`config.mk`:
```
export PLATFORM = sky130hd
export DESIGN_NAME = lsic_param
export DESIGN_NICKNAME = d
export VERILOG_FILES = /design/src/rtl/lsic_param.sv
export SDC_FILE = /design/constraint.sdc
export NUM_CORES = 1
export LEC_CHECK = 0
export BUFFER_PORTS_ARGS = -buffer_cell sky130_fd_sc_hd__buf_4
export CORE_MARGIN = 2
export CORE_UTILIZATION = 45
export DETAILED_ROUTE_END_ITERATION = 8
export GPL_ROUTABILITY_DRIVEN = 0
export PLACE_DENSITY = 0.62
export REMOVE_ABC_BUFFERS = 1
export SLEW_MARGIN = 10
export SYNTH_ARGS = -nofsm -noshare
export SYNTH_HDL_FRONTEND = slang
export SYNTH_SLANG_ARGS = --single-unit
export TNS_END_PERCENT = 20
```
`constraint.sdc`:
```
create_clock -name clk -period 4.4 [get_ports clk]
set_clock_uncertainty 0.1 [all_clocks]
set_input_delay 0.44 -clock clk [delete_from_list [all_inputs] [get_ports clk]]
set_output_delay 0.44 -clock clk [all_outputs]
set_load 0.05 [all_outputs]
```
`src/rtl/lsic_param.sv`:
```
// Parametrised interrupt controller: per-source level/edge latching, disable and
// priority-limit filtering, lowest-index resolver and an AXI4-Lite register port.
module lsic_param #(
  parameter int          NUM_IRQS    = 64,
  parameter logic [31:0] BASE_ADDR   = 32'hF803_0000,
  parameter int          SYNC_STAGES = 2
) (
  input  logic                        clk,
  input  logic                        rst,
  input  logic [NUM_IRQS-1:0]         irqs,
  output logic                        cpu_irq,
  output logic [$clog2(NUM_IRQS)-1:0] claim_id,
  input  logic                        s_axi_awvalid,
  output logic                        s_axi_awready,
  input  logic [31:0]                 s_axi_awaddr,
  input  logic                        s_axi_wvalid,
  output logic                        s_axi_wready,
  input  logic [31:0]                 s_axi_wdata,
  input  logic [3:0]                  s_axi_wstrb,
  output logic                        s_axi_bvalid,
  input  logic                        s_axi_bready,
  output logic [1:0]                  s_axi_bresp,
  input  logic                        s_axi_arvalid,
  output logic                        s_axi_arready,
  input  logic [31:0]                 s_axi_araddr,
  output logic                        s_axi_rvalid,
  output logic                        s_axi_rlast,
  input  logic                        s_axi_rready,
  output logic [31:0]                 s_axi_rdata,
  output logic [1:0]                  s_axi_rresp
);

  localparam int NB   = NUM_IRQS / 32;
  localparam int IW   = $clog2(NUM_IRQS);
  localparam int IPLW = IW + 1;

  typedef enum logic [1:0] {S_READY, S_RD, S_WDATA, S_WRESP} state_e;
  typedef enum logic [2:0] {R_DISA, R_PEND, R_PCLR, R_EDGE, R_CLAIM, R_IPL, R_NONE} reg_e;

  // Word offset within the window: [9:5] selects a 128-byte region, [4:0] the bank.
  function automatic reg_e decode(input logic [9:0] w);
    reg_e r;
    logic bank_ok;
    bank_ok = int'(w[4:0]) < NB;
    case (w[9:5])
      5'd0:    r = bank_ok ? R_DISA : R_NONE;
      5'd2:    r = bank_ok ? R_PEND : R_NONE;
      5'd3:    r = bank_ok ? R_PCLR : R_NONE;
      5'd4:    r = bank_ok ? R_EDGE : R_NONE;
      5'd6:    r = (w[4:0] == 5'd0) ? R_CLAIM : (w[4:0] == 5'd1) ? R_IPL : R_NONE;
      default: r = R_NONE;
    endcase
    return r;
  endfunction

  state_e                         state_q;
  logic                           ready_q, wready_q, bvalid_q, rvalid_q;
  logic [1:0]                     bresp_q, rresp_q;
  logic [31:0]                    rdata_q;
  logic [9:0]                     off_q;

  logic [NUM_IRQS-1:0]            pend_q, pend_d;
  logic [NUM_IRQS-1:0]            irq_prev_q;
  logic [NUM_IRQS-1:0]            disa_q, disa_d;
  logic [NUM_IRQS-1:0]            edge_q, edge_d;
  logic [IPLW-1:0]                ipl_q, ipl_d;
  logic [SYNC_STAGES-1:0]         vld_q, vld_d;
  logic [SYNC_STAGES-1:0][IW-1:0] id_q, id_d;

  logic [NUM_IRQS-1:0]            sw_set, sw_clr, set_term, elig;
  logic                           res_vld;
  logic [IW-1:0]                  res_id;

  logic                           ar_hit, aw_hit, ar_take, aw_take;
  logic                           w_fire, wr_err, wr_ok, rd_err;
  reg_e                           rd_kind, wr_kind;
  logic [31:0]                    rd_data;

  assign ar_hit  = s_axi_araddr[31:12] == BASE_ADDR[31:12];
  assign aw_hit  = s_axi_awaddr[31:12] == BASE_ADDR[31:12];
  // A pending in-window read takes priority over a simultaneous write.
  assign ar_take = (state_q == S_READY) && ready_q && s_axi_arvalid && ar_hit;
  assign aw_take = (state_q == S_READY) && ready_q && s_axi_awvalid && aw_hit &&
                   !(s_axi_arvalid && ar_hit);

  assign s_axi_arready = ready_q & ar_hit;
  assign s_axi_awready = ready_q & aw_hit & ~(s_axi_arvalid & ar_hit);
  assign s_axi_wready  = wready_q;
  assign s_axi_bvalid  = bvalid_q;
  assign s_axi_bresp   = bresp_q;
  assign s_axi_rvalid  = rvalid_q;
  assign s_axi_rdata   = rdata_q;
  assign s_axi_rresp   = rresp_q;
  assign s_axi_rlast   = 1'b1;

  assign cpu_irq  = vld_q[SYNC_STAGES-1];
  assign claim_id = id_q[SYNC_STAGES-1];

  assign rd_kind = decode(off_q);
  assign wr_kind = decode(off_q);
  assign w_fire  = (state_q == S_WDATA) && wready_q && s_axi_wvalid;
  assign wr_err  = (wr_kind == R_NONE) || (s_axi_wstrb != 4'hF);
  assign wr_ok   = w_fire && !wr_err;

  // NOTE: every combinational output gets a default first so no path infers a latch.
  always_comb begin
    disa_d = disa_q;
    edge_d = edge_q;
    ipl_d  = ipl_q;
    sw_set = '0;
    sw_clr = '0;
    if (wr_ok) begin
      for (int k = 0; k < NB; k++) begin
        if (off_q[4:0] == 5'(k)) begin
          case (wr_kind)
            R_DISA:  disa_d[32*k +: 32] = s_axi_wdata;
            R_PEND:  sw_set[32*k +: 32] = s_axi_wdata;
            R_PCLR:  sw_clr[32*k +: 32] = s_axi_wdata;
            R_EDGE:  edge_d[32*k +: 32] = s_axi_wdata;
            default: ;
          endcase
        end
      end
      if (wr_kind == R_CLAIM) begin
        for (int i = 0; i < NUM_IRQS; i++) begin
          if (s_axi_wdata[7:0] == 8'(i)) sw_clr[i] = 1'b1;
        end
      end
      if (wr_kind == R_IPL) ipl_d = s_axi_wdata[IPLW-1:0];
    end
  end

  always_comb begin
    rd_data = '0;
    rd_err  = 1'b0;
    case (rd_kind)
      R_DISA, R_PEND, R_EDGE: begin
        for (int k = 0; k < NB; k++) begin
          if (off_q[4:0] == 5'(k)) begin
            if (rd_kind == R_DISA)      rd_data = disa_q[32*k +: 32];
            else if (rd_kind == R_PEND) rd_data = pend_q[32*k +: 32];
            else                        rd_data = edge_q[32*k +: 32];
          end
        end
      end
      R_PCLR:  rd_data = '0;
      R_CLAIM: rd_data = {vld_q[SYNC_STAGES-1], 23'd0, 8'(id_q[SYNC_STAGES-1])};
      R_IPL:   rd_data = 32'(ipl_q);
      default: rd_err  = 1'b1;
    endcase
  end

  // Hardware set term is OR'd last so it beats a same-cycle software clear.
  always_comb begin
    set_term = irqs & ~(edge_q & irq_prev_q);
    pend_d   = (pend_q & ~sw_clr) | sw_set | set_term;
    res_vld  = 1'b0;
    res_id   = '0;
    for (int i = 0; i < NUM_IRQS; i++) begin
      elig[i] = pend_q[i] & ~disa_q[i] & (IPLW'(i) < ipl_q);
      if (!res_vld && elig[i]) begin
        res_vld = 1'b1;
        res_id  = IW'(i);
      end
    end
    vld_d[0] = res_vld;
    id_d[0]  = res_id;
    for (int s = 1; s < SYNC_STAGES; s++) begin
      vld_d[s] = vld_q[s-1];
      id_d[s]  = id_q[s-1];
    end
  end

  // NOTE: sequential state uses non-blocking assignments only, so flop order never matters.
  always_ff @(posedge clk) begin
    if (rst) begin
      pend_q     <= '0;
      irq_prev_q <= '0;
      disa_q     <= '0;
      edge_q     <= '0;
      ipl_q      <= '0;
      vld_q      <= '0;
      id_q       <= '0;
    end else begin
      pend_q     <= pend_d;
      irq_prev_q <= irqs;
      disa_q     <= disa_d;
      edge_q     <= edge_d;
      ipl_q      <= ipl_d;
      vld_q      <= vld_d;
      id_q       <= id_d;
    end
  end

  always_ff @(posedge clk) begin
    if (rst) begin
      state_q  <= S_READY;
      ready_q  <= 1'b0;
      wready_q <= 1'b0;
      bvalid_q <= 1'b0;
      bresp_q  <= 2'b00;
      rvalid_q <= 1'b0;
      rresp_q  <= 2'b00;
      rdata_q  <= '0;
      off_q    <= '0;
    end else begin
      case (state_q)
        S_READY: begin
          if (ar_take) begin
            ready_q <= 1'b0;
            off_q   <= s_axi_araddr[11:2];
            state_q <= S_RD;
          end else if (aw_take) begin
            ready_q  <= 1'b0;
            wready_q <= 1'b1;
            off_q    <= s_axi_awaddr[11:2];
            state_q  <= S_WDATA;
          end else begin
            ready_q <= 1'b1;
          end
        end
        S_RD: begin
          if (!rvalid_q) begin
            rvalid_q <= 1'b1;
            rdata_q  <= rd_data;
            rresp_q  <= rd_err ? 2'b10 : 2'b00;
          end else if (s_axi_rready) begin
            rvalid_q <= 1'b0;
            ready_q  <= 1'b1;
            state_q  <= S_READY;
          end
        end
        S_WDATA: begin
          if (w_fire) begin
            wready_q <= 1'b0;
            bvalid_q <= 1'b1;
            bresp_q  <= wr_err ? 2'b10 : 2'b00;
            state_q  <= S_WRESP;
          end
        end
        S_WRESP: begin
          if (s_axi_bready) begin
            bvalid_q <= 1'b0;
            ready_q  <= 1'b1;
            state_q  <= S_READY;
          end
        end
        default: state_q <= S_READY;
      endcase
    end
  end

endmodule
```
== Word-level counts from Yosys, hierarchy flattened ==
Cells that the tools add are included.

* Logic and storage cells: 778
* Flip-flop bits (word level): 329
* Output and inout port bits: 49

* Equal/unequal tests: 87
* Bitwise gates (word level): 205
* Magnitude comparators: 65
* Reduce and logical (&&, ||, !) cells: 162
* Muxes and demuxes: 240

{| class="wikitable"
|+ Operators with widths
! operator !! count
|-
| 32-bit 2-to-1 mux || 12
|-
| 6-bit 2-to-1 mux || 62
|-
| 8-bit by 6-bit equality test with 1-bit output, second input constant || 32
|-
| 6-bit by 7-bit less-than comparator with 1-bit output, first input constant || 32
|-
| 64-bit bitwise AND || 3
|-
| 64-bit 2-to-1 mux || 3
|-
| 1-bit 2-to-1 mux || 141
|-
| 1-bit bitwise AND || 132
|-
| 8-bit by 5-bit equality test with 1-bit output, second input constant || 16
|-
| 64-bit inverter || 2
|-
| 64-bit OR || 2
|-
| 5-bit by 7-bit less-than comparator with 1-bit output, first input constant || 16
|-
| 32-bit case mux with 3 select lines || 1
|-
| 1-bit logical AND || 73
|-
| 1-bit inverter || 66
|-
| 1-bit logical NOT || 65
|-
| 8-bit by 4-bit equality test with 1-bit output, second input constant || 8
|-
| 4-bit by 7-bit less-than comparator with 1-bit output, first input constant || 8
|-
| 20-bit equality test, second input constant || 2
|-
| 8-bit by 3-bit equality test with 1-bit output, second input constant || 4
|-
| 3-bit by 7-bit less-than comparator with 1-bit output, first input constant || 4
|-
| 10-bit 2-to-1 mux || 2
|-
| 2-bit 2-to-1 mux || 10
|-
| 8-bit by 2-bit equality test with 1-bit output, second input constant || 2
|-
| 33 further kinds || 61
|}

== Logic depth before layout (Yosys ltp) ==
Gate-level depths: netlist of the first run.

* Depth in word-level cells: 193
* Depth in mapped cells: 13
* Gate-level depth less buffers: 8

== Least setup slack after synthesis of the first run ==
No wires, ideal clock.

* Kind: in2reg
* Start point: in s_axi_awaddr[23]
* End point: reg state_q[0]
* Stages: 7
* Arrival time: 3.170 ns
* Slack: 1.059 ns
* Setup time: 0.070 ns
* Path through: nor4b_1 > nand4_1 > nor3_1 > nand3_1 > clkbuf_1 > a31o_2 > a21oi_1

* Cells in the longest elaborated chain, start to end: 5

{| class="wikitable"
|+ Ends and longest elaborated chain
! item !! line !! text
|-
| start, declared || 15 || <nowiki>input logic [31:0] s_axi_awaddr,</nowiki>
|-
| 20-bit equality test || 80 || <nowiki>assign aw_hit = s_axi_awaddr[31:12] == BASE_ADDR[31:12];</nowiki>
|-
| 1-bit logical AND (2 in series) || 83 || <nowiki>assign aw_take = (state_q == S_READY) && ready_q && s_axi_awvalid && aw_hit &&</nowiki>
|-
| 3-bit inequality test (no source line) || n/a ||
|-
| 5-bit AND reduction (no source line) || n/a ||
|-
| end signal, assigned || 197 || <nowiki>state_q <= S_READY;</nowiki>
|-
| end signal, assigned || 212 || <nowiki>state_q <= S_RD;</nowiki>
|-
| end signal, assigned || 217 || <nowiki>state_q <= S_WDATA;</nowiki>
|-
| end, declared || 56 || <nowiki>state_e state_q;</nowiki>
|}

No other way between the ends.
A chain may end at the register's enable or synchronous reset.

== Final worst setup path of the first run ==
* Start point: reg ipl_q[6]
* End point: reg id_q (netlist bit id_d[9])

* Cells in the longest elaborated chain, start to end: 192
* Elaborated cells on any way between the ends: 378
* Classes of those cells: order compare (64); mux (124); bitwise (64); reduce/logical (126)

{| class="wikitable"
|+ Ends and longest elaborated chain
! item !! line !! text
|-
| start, declared || 66 || <nowiki>logic [IPLW-1:0] ipl_q, ipl_d;</nowiki>
|-
| start signal, assigned || 189 || <nowiki>ipl_q <= ipl_d;</nowiki>
|-
| 1-bit by 7-bit less-than comparator with 1-bit output || 160 || <nowiki>elig[i] = pend_q[i] & ~disa_q[i] & (IPLW'(i) < ipl_q);</nowiki>
|-
| 1-bit bitwise AND || 160 ||
|-
| 1-bit 2-to-1 mux || 161 || <nowiki>if (!res_vld && elig[i]) begin</nowiki>
|-
| 1-bit logical NOT || 161 ||
|-
| 1-bit logical AND || 161 ||
|-
| 1-bit 2-to-1 mux || 161 ||
|-
| 1-bit logical NOT || 161 ||
|-
| 1-bit logical AND || 161 ||
|-
| (+176 left out) || n/a ||
|-
| 1-bit logical AND || 161 ||
|-
| 1-bit 2-to-1 mux || 161 ||
|-
| 1-bit logical NOT || 161 ||
|-
| 1-bit logical AND || 161 ||
|-
| 1-bit 2-to-1 mux || 161 ||
|-
| 1-bit logical NOT || 161 ||
|-
| 1-bit logical AND || 161 ||
|-
| 6-bit 2-to-1 mux (*) || 161 ||
|-
| end signal, assigned || 191 || <nowiki>id_q <= id_d;</nowiki>
|-
| end, declared || 68 || <nowiki>logic [SYNC_STAGES-1:0][IW-1:0] id_q, id_d;</nowiki>
|}

Every way passes the cells marked *; elsewhere a longest branch is shown, timed or not.

==> results.sh, run 1 <==
export IMPL_status="finished clean"
export IMPL_coreArea_sq_mm=0.03566
export IMPL_hp_class="in -> reg"
export IMPL_synth_seq_area_share=0.4002
export IMPL_ys_ff_latch=327
export IMPL_crit_arrival_ps=4270
export IMPL_start_kind="flop"
export IMPL_whs_path_depth=2
export IMPL_cp_required_ps=4730
export IMPL_drc=0
export IMPL_rows=69
export IMPL_fillCellCount=3434
export IMPL_min_to="irq_prev_q[21]"
export IMPL_power_total_mw=6.563
export IMPL_reg2reg_to="id_d[9]"
export IMPL_postCtsSetupBuffers=0
export IMPL_hpwl_microns=40750
export IMPL_holdWs_ps=28.33
export IMPL_setup_violations_final=0
export IMPL_wl_microns=58920
export IMPL_reg2reg_depth=9
export IMPL_cts_hold_buf=0
export IMPL_ys_warn_count=0
export IMPL_drive_gt1_frac=0.1615
export IMPL_syn_to_final_growth_pct=19.79
export IMPL_cts_resized=0
export IMPL_hold_viol_final=0
export IMPL_max_freq_mhz=253.8
export IMPL_vias=16610
export IMPL_synth_edf_count=0
export IMPL_ff_latch_area_sq_mm=0.006548
export IMPL_start_util=0.4588
export IMPL_port_buffers=212
export IMPL_tightest_slew_ps=1195
export IMPL_die_width_microns=194.7
export IMPL_synth_cells=2135
export IMPL_relSlewSlack=0.2034
export IMPL_h_tree_depth=2
export IMPL_clk_pin_slew_ps=60
export IMPL_holdCritStartpoint="irqs[21]"
export IMPL_fin_crit_sh=0.8956
export IMPL_drt_pass1_iterations=6
export IMPL_grt_pass1_vias=15480
export IMPL_grt_util_all_layers=0.3016
export IMPL_grt_overflow=0
export IMPL_ir_drop_uv=264.3
export IMPL_period_needed_ps=3941
export IMPL_cp_max_fo=17
export IMPL_clockRootBuffer="clkbuf_16"
export IMPL_reg2reg_from="ipl_q[6]"
export IMPL_detail_route_antenna_nets=0
export IMPL_power_density_mw_per_mm2=334.9
export IMPL_max_cap_viol_count=0
export IMPL_grt_antenna_before_repair=0
export IMPL_nNetsFinal=2443
export IMPL_clockBufferDepth=3
export IMPL_power_leakage_nw=7.047
export IMPL_syn_area_sq_mm=0.01636
export IMPL_yosysUniqueCellTypes=76
export IMPL_crit_type="reg -> reg"
export IMPL_clkLatencyLatePin_ps=540
export IMPL_dieHeight_microns=194.7
export IMPL_grt_first_pass_wirelength_microns=89390
export IMPL_async_flop_share=0
export IMPL_grt_setup_unrepaired="false"
export IMPL_cts_tree="built"
export IMPL_cts_buffers=37
export IMPL_grt_max_degree=174
export IMPL_first_iter_violations=1727
export IMPL_multi_input_area_sq_mm=0.009087
export IMPL_postSynthAreaPerCell_sq_um=7.663
export IMPL_routedWlPerCell_microns=21.41
export IMPL_ioPinCount=220
export IMPL_r2r_slack_ps=460
export IMPL_antenna_cells=0
export IMPL_crit_path_end_kind="flop"
export IMPL_via_per_inst=6.035
export IMPL_ys_flop_type="dfxtp_1"
export IMPL_cts_sinks=327
export IMPL_die_area_sq_mm=0.03790
export IMPL_drv_slew=0
==> power by group <==
group          switching [mW]  internal [mW]  leakage [nW]
clock                    1.21           1.85         0.578
combinational           0.231          0.193          3.80
sequential             0.0453           3.04          2.67
==> cell usage after synthesis, types with 9 or more instances <==
cell / n / share of area
inv_1: 17 / 0.0039
mux2i_1: 73 / 0.045
clkbuf_1: 151 / 0.035
nor3_1: 31 / 0.0095
nand3_1: 28 / 0.0086
nand4_1: 12 / 0.0046
nor2b_1: 112 / 0.043
and2_1: 10 / 0.0038
nor4b_1: 11 / 0.0059
buf_2: 13 / 0.0040
a211oi_1: 17 / 0.0078
a21boi_0: 31 / 0.014
o211ai_2: 10 / 0.0076
a21oi_1: 286 / 0.087
buf_1: 11 / 0.0025
o22ai_1: 16 / 0.0061
nor4_1: 11 / 0.0042
o21ai_0: 89 / 0.027
dfxtp_1: 327 / 0.40
o211ai_1: 52 / 0.024
nand2b_1: 26 / 0.0099
nor2_1: 126 / 0.029
or3_1: 9 / 0.0034
a22oi_1: 90 / 0.041
nand2_1: 438 / 0.10
==> worst max path at each step <==
| stage | start | to | cells after the start |
|---|---|---|---|
| after floorplan | off_q[1] | s_axi_rdata[31] | 6 |
| after global placement | off_q[1] | pend_q[20] | 9 |
| after detailed placement | off_q[1] | pend_q[20] | 9 |
| after CTS | ipl_q[6] | id_d[7] | 9 |
| after global routing | ipl_q[6] | id_d[7] | 9 |
| final | ipl_q[6] | id_d[9] | 9 |
==> per-layer routing <==
layer | wire (microns) | track usage
met1 | 24460 | 0.3912
met4 | 2240 | 0.1214
met3 | 5531 | 0.06524
met2 | 26690 | 0.4884
met5 | 0 | 0
==> worst max-delay path: stages (launching register included) <==
cell and delay, ps:
dfxtp_1 470, buf_4 300, nor4bb_1 910, nand2_1 170, a31oi_1 390, nor4b_1 400, nand3_1 290, o41ai_1 450
nor4_1 140, a41oi_1 220
==> logic make-up (layout without fill, tap and decap cells) <==
group | Yosys count | in the layout | synth area share
and+or+nand+nor | 865 | 865 | 0.2490
DFF | 327 | 327 | 0.4002
muxes | 76 | 76 | 0.04742
AOI/OAI and AO/OA | 668 | 668 | 0.2556
other | 2 | 3 | 0.0004591
buffers and inverters | 197 | 352 | 0.04734
==> placed cells by master (no fill, tap or decap), types with 10 or more instances in the layout <==
cell / n
nand3_1: 28
and2_1: 10
o211ai_2: 10
nor4b_1: 11
a22oi_1: 90
a21boi_0: 31
nand2b_1: 26
mux2i_1: 73
dfxtp_1: 326
inv_1: 17
o21ai_0: 89
buf_4: 270
nor2b_1: 112
o211ai_1: 52
nor2_1: 122
nor4_1: 10
o22ai_1: 16
a211oi_1: 17
clkbuf_16: 37
a21oi_1: 286
nand2_1: 438
nand4_1: 12
nor3_1: 28
==> cell type report <==
cell class | instances | share of cell area
multi-input combinational | 1612 | 0.4637
sequential | 327 | 0.3341
timing repair buffer | 276 | 0.1093
clock buffer | 47 | 0.05172
tap | 461 | 0.02943
clock inverter | 11 | 0.008237
inverter | 18 | 0.003448
==> registers in the layout, summed over array words and instances (netlist names) <==
register      cells
irq_prev_q       64
ready_q           1
claim_id          6
state_q           2
vld_q             2
s_axi_rvalid      1
ipl_q             7
pend_q           64
s_axi_bresp       1
s_axi_wready      1
s_axi_bvalid      1
edge_q           64
id_d              6
s_axi_rdata      32
disa_q           64
off_q            10
s_axi_rresp       1
==> stage by stage <==
stage / setup slack, ps / setup TNS (ps) / utilization / cell area, sq um / instances
after floorplan: -6842 / -389780 / - / 15660 / 1957
after global placement: 621.0 / 0 / 0.5167 / 18420 / 2694
after detailed placement: 593.2 / 0 / 0.5167 / 18420 / 2694
after CTS: 561.1 / 0 / 0.5496 / 19600 / 2752
after global routing: 224.7 / 0 / 0.5496 / 19600 / 2752
final: 459.3 / 0 / 0.5496 / 19600 / 2752
No activity file was read; power rests on OpenSTA's default activity.
==> inputs of run 2 (changes only) <==
--- a/config.mk
+++ b/config.mk
@@ -5,7 +5,7 @@
 export SDC_FILE = /design/constraint.sdc
 export NUM_CORES = 1
 export LEC_CHECK = 0
-export BUFFER_PORTS_ARGS = -buffer_cell sky130_fd_sc_hd__buf_4
+export BUFFER_PORTS_ARGS = -buffer_cell sky130_fd_sc_hd__buf_2
 export CORE_MARGIN = 2
 export CORE_UTILIZATION = 45
 export DETAILED_ROUTE_END_ITERATION = 8
==> run 2 against run 1 <==
  * The run now ends with design-rule violations left
  * Final cell count grew 0.33%
  * Flip-flop and latch count did not move
  * Total power increased by 1.3%
  * Wire length grew 0.19%
  * Clock power increased by 4%
  * Register-to-register slack better by 50 ps
  * Sequential power is essentially flat
  * First-iteration DRC count fell by 2.3%
  * Worst setup slack gained 49 ps
  * Combinational power is 9.9% lower
  * Worst hold slack better by 7.7 ps
  * Critical path type unchanged
  * Critical endpoint unchanged
  * Largest power group is now the clock network
  * Highest routed layer unchanged
==> results.sh, run 2 (synthesized netlist as in run 1, its figures left out) <==
export IMPL_fillCellCount=3429
export IMPL_port_buffers=212
export IMPL_dpl_instance_area_sq_mm=0.01789
export IMPL_critPathMaxStageDelay_ps=710
export IMPL_crit_arrival_ps=4230
export IMPL_layout_cells_non_filler=2761
export IMPL_start_kind="flop"
export IMPL_antenna_cells=0
export IMPL_period_needed_ps=3891
export IMPL_cts_sinks=327
export IMPL_status="complete, but fails checks"
export IMPL_start_util=0.4588
export IMPL_crit_chain="or4_1, o21ai_0, and4_1, and4b_1, nand4_1, buf_4, nor4_1, nor4_1, a41oi_1"
export IMPL_grt_pass1_vias=15750
export IMPL_slowest_stage="or4_1"
export IMPL_max_freq_mhz=257.0
export IMPL_drt_pass1_iterations=9
export IMPL_ff_latch_area_sq_mm=0.006548
export IMPL_drc=2
export IMPL_power_leakage_nw=6.956
export IMPL_crit_path_frequent_cell="nor4_1"
export IMPL_die_width_microns=194.7
export IMPL_final_area_sq_mm=0.01914
export IMPL_power_total_mw=6.650
export IMPL_cp_num_buf_inv=1
export IMPL_worst_slack_ps=508.7
export IMPL_first_iter_violations=1687
export IMPL_grt_overflow=0
export IMPL_drv_slew=0
export IMPL_cts_buffers=37
export IMPL_ioPinCount=220
export IMPL_holdWs_ps=36.03
export IMPL_seqPwrFrac=0.463
export IMPL_fin_crit_sh=0.8844
export IMPL_detail_route_antenna_nets=0
export IMPL_hp_class="in -> reg"
export IMPL_routedWlPerCell_microns=21.38
export IMPL_grt_antenna_before_repair=0
export IMPL_power_density_mw_per_mm2=347.4
export IMPL_grt_util_all_layers=0.3016
export IMPL_switching_power_mw=1.491
export IMPL_cp_required_ps=4740
export IMPL_cts_resized=0
export IMPL_crit_path_end_kind="flop"
export IMPL_route_met3_wl_microns=4611
export IMPL_wl_met1_microns=25690
export IMPL_maxUsedRoutingLayer="met4"
export IMPL_post_route_util=0.5369
export IMPL_drive_gt1_frac=0.1622
export IMPL_cp_top_family="simple AND/OR/NAND/NOR gates"
export IMPL_clkLatencyLatePin_ps=530
export IMPL_hpwl_microns=40600
export IMPL_die_area_sq_mm=0.03790
export IMPL_cts_tree="built"
export IMPL_p_sw_frac=0.2242
export IMPL_pre_cts_ws_ps=556.6
export IMPL_multi_input_area_sq_mm=0.009087
export IMPL_p_comb_frac=0.057
export IMPL_h_tree_depth=2
export IMPL_postCtsSetupBuffers=0
export IMPL_vias=16640
export IMPL_grt_first_pass_wirelength_microns=89870
export IMPL_hold_viol_final=0
export IMPL_crit_type="reg -> reg"
export IMPL_ir_drop_uv=294.4
export IMPL_coreArea_sq_mm=0.03566
export IMPL_nNetsFinal=2446
export IMPL_grt_max_degree=161
export IMPL_setup_violations_final=0
export IMPL_clockBufferDepth=3
export IMPL_setup_tns_ps=0
export IMPL_clk_pin_slew_ps=60
export IMPL_cp_max_fo=17
export IMPL_dp_cells=2697
export IMPL_final_cell_mix="438 x nand2_1, 326 x dfxtp_1, 286 x a21oi_1"
export IMPL_tightest_slew_ps=1060
export IMPL_p_int_mw=5.159
export IMPL_wl_met2_microns=26700
export IMPL_grt_setup_unrepaired="false"
export IMPL_relSlewSlack=0.2934
export IMPL_syn_to_final_growth_pct=17.02
export IMPL_max_cap_viol_count=0
export IMPL_violations="design-rule violations"
export IMPL_cts_hold_buf=0
export IMPL_clock_power_share=0.479
export IMPL_wl_microns=59030
export IMPL_clockRootBuffer="clkbuf_16"
export IMPL_dieHeight_microns=194.7
export IMPL_final_common_cell="nand2_1"
export IMPL_rows=69
export IMPL_via_per_inst=6.025
[run 2: cell types whose count changed in the layout (fill, tap and decap cells not counted), moves of 2 or more]
cell	delta
clkinv_2	-3
buf_4	-206
clkbuf_8	+2
buf_2	+211
clkbuf_16	+2
clkbuf_1	+6
buf_12	-2
[run 2: layout make-up]
type,count,share of cell area
clock buffers,57,0.05817
clock inverters,7,0.007255
inverters,18,0.003529
multi-input cells,1612,0.4747
flip-flops and latches,327,0.3420
well taps,461,0.03013
repair buffers,279,0.08418
[run 2: power groups by stage]
stage / Sequential [mW] / Clock (mW) / Combinational (mW)
after floorplan: 3.13 / 0 / 0.150
after global placement: 3.14 / 0 / 0.370
after detailed placement: 3.14 / 0 / 0.377
after CTS: 3.08 / 3.24 / 0.378
after global routing: 3.09 / 3.36 / 0.418
final: 3.08 / 3.19 / 0.382
[run 2: routing by layer]
layer  vias to the layer above  global-route usage
li1                       7813                   -
met4                         0              0.1088
met5                         -                   0
met1                      7922              0.4051
met3                       135             0.04650
met2                       765              0.4914
[run 2: final timing paths]
check                start  slack (ps)        endpoint  depth (start not counted)
setup / recovery  ipl_q[5]         510         id_d[9]                          9
hold / removal    irqs[17]          40  irq_prev_q[17]                          2
setup reg to reg  ipl_q[5]         510         id_d[9]                          9
hold reg to reg   id_d[10]         340     claim_id[4]                          1
[run 2: worst register-to-register path, stage by stage, from the launching register on]
cell and delay (ps):
dfxtp_1 540, or4_1 720, o21ai_0 460, and4_1 310, and4b_1 400, nand4_1 130, buf_4 210, nor4_1 520
nor4_1 170, a41oi_1 230
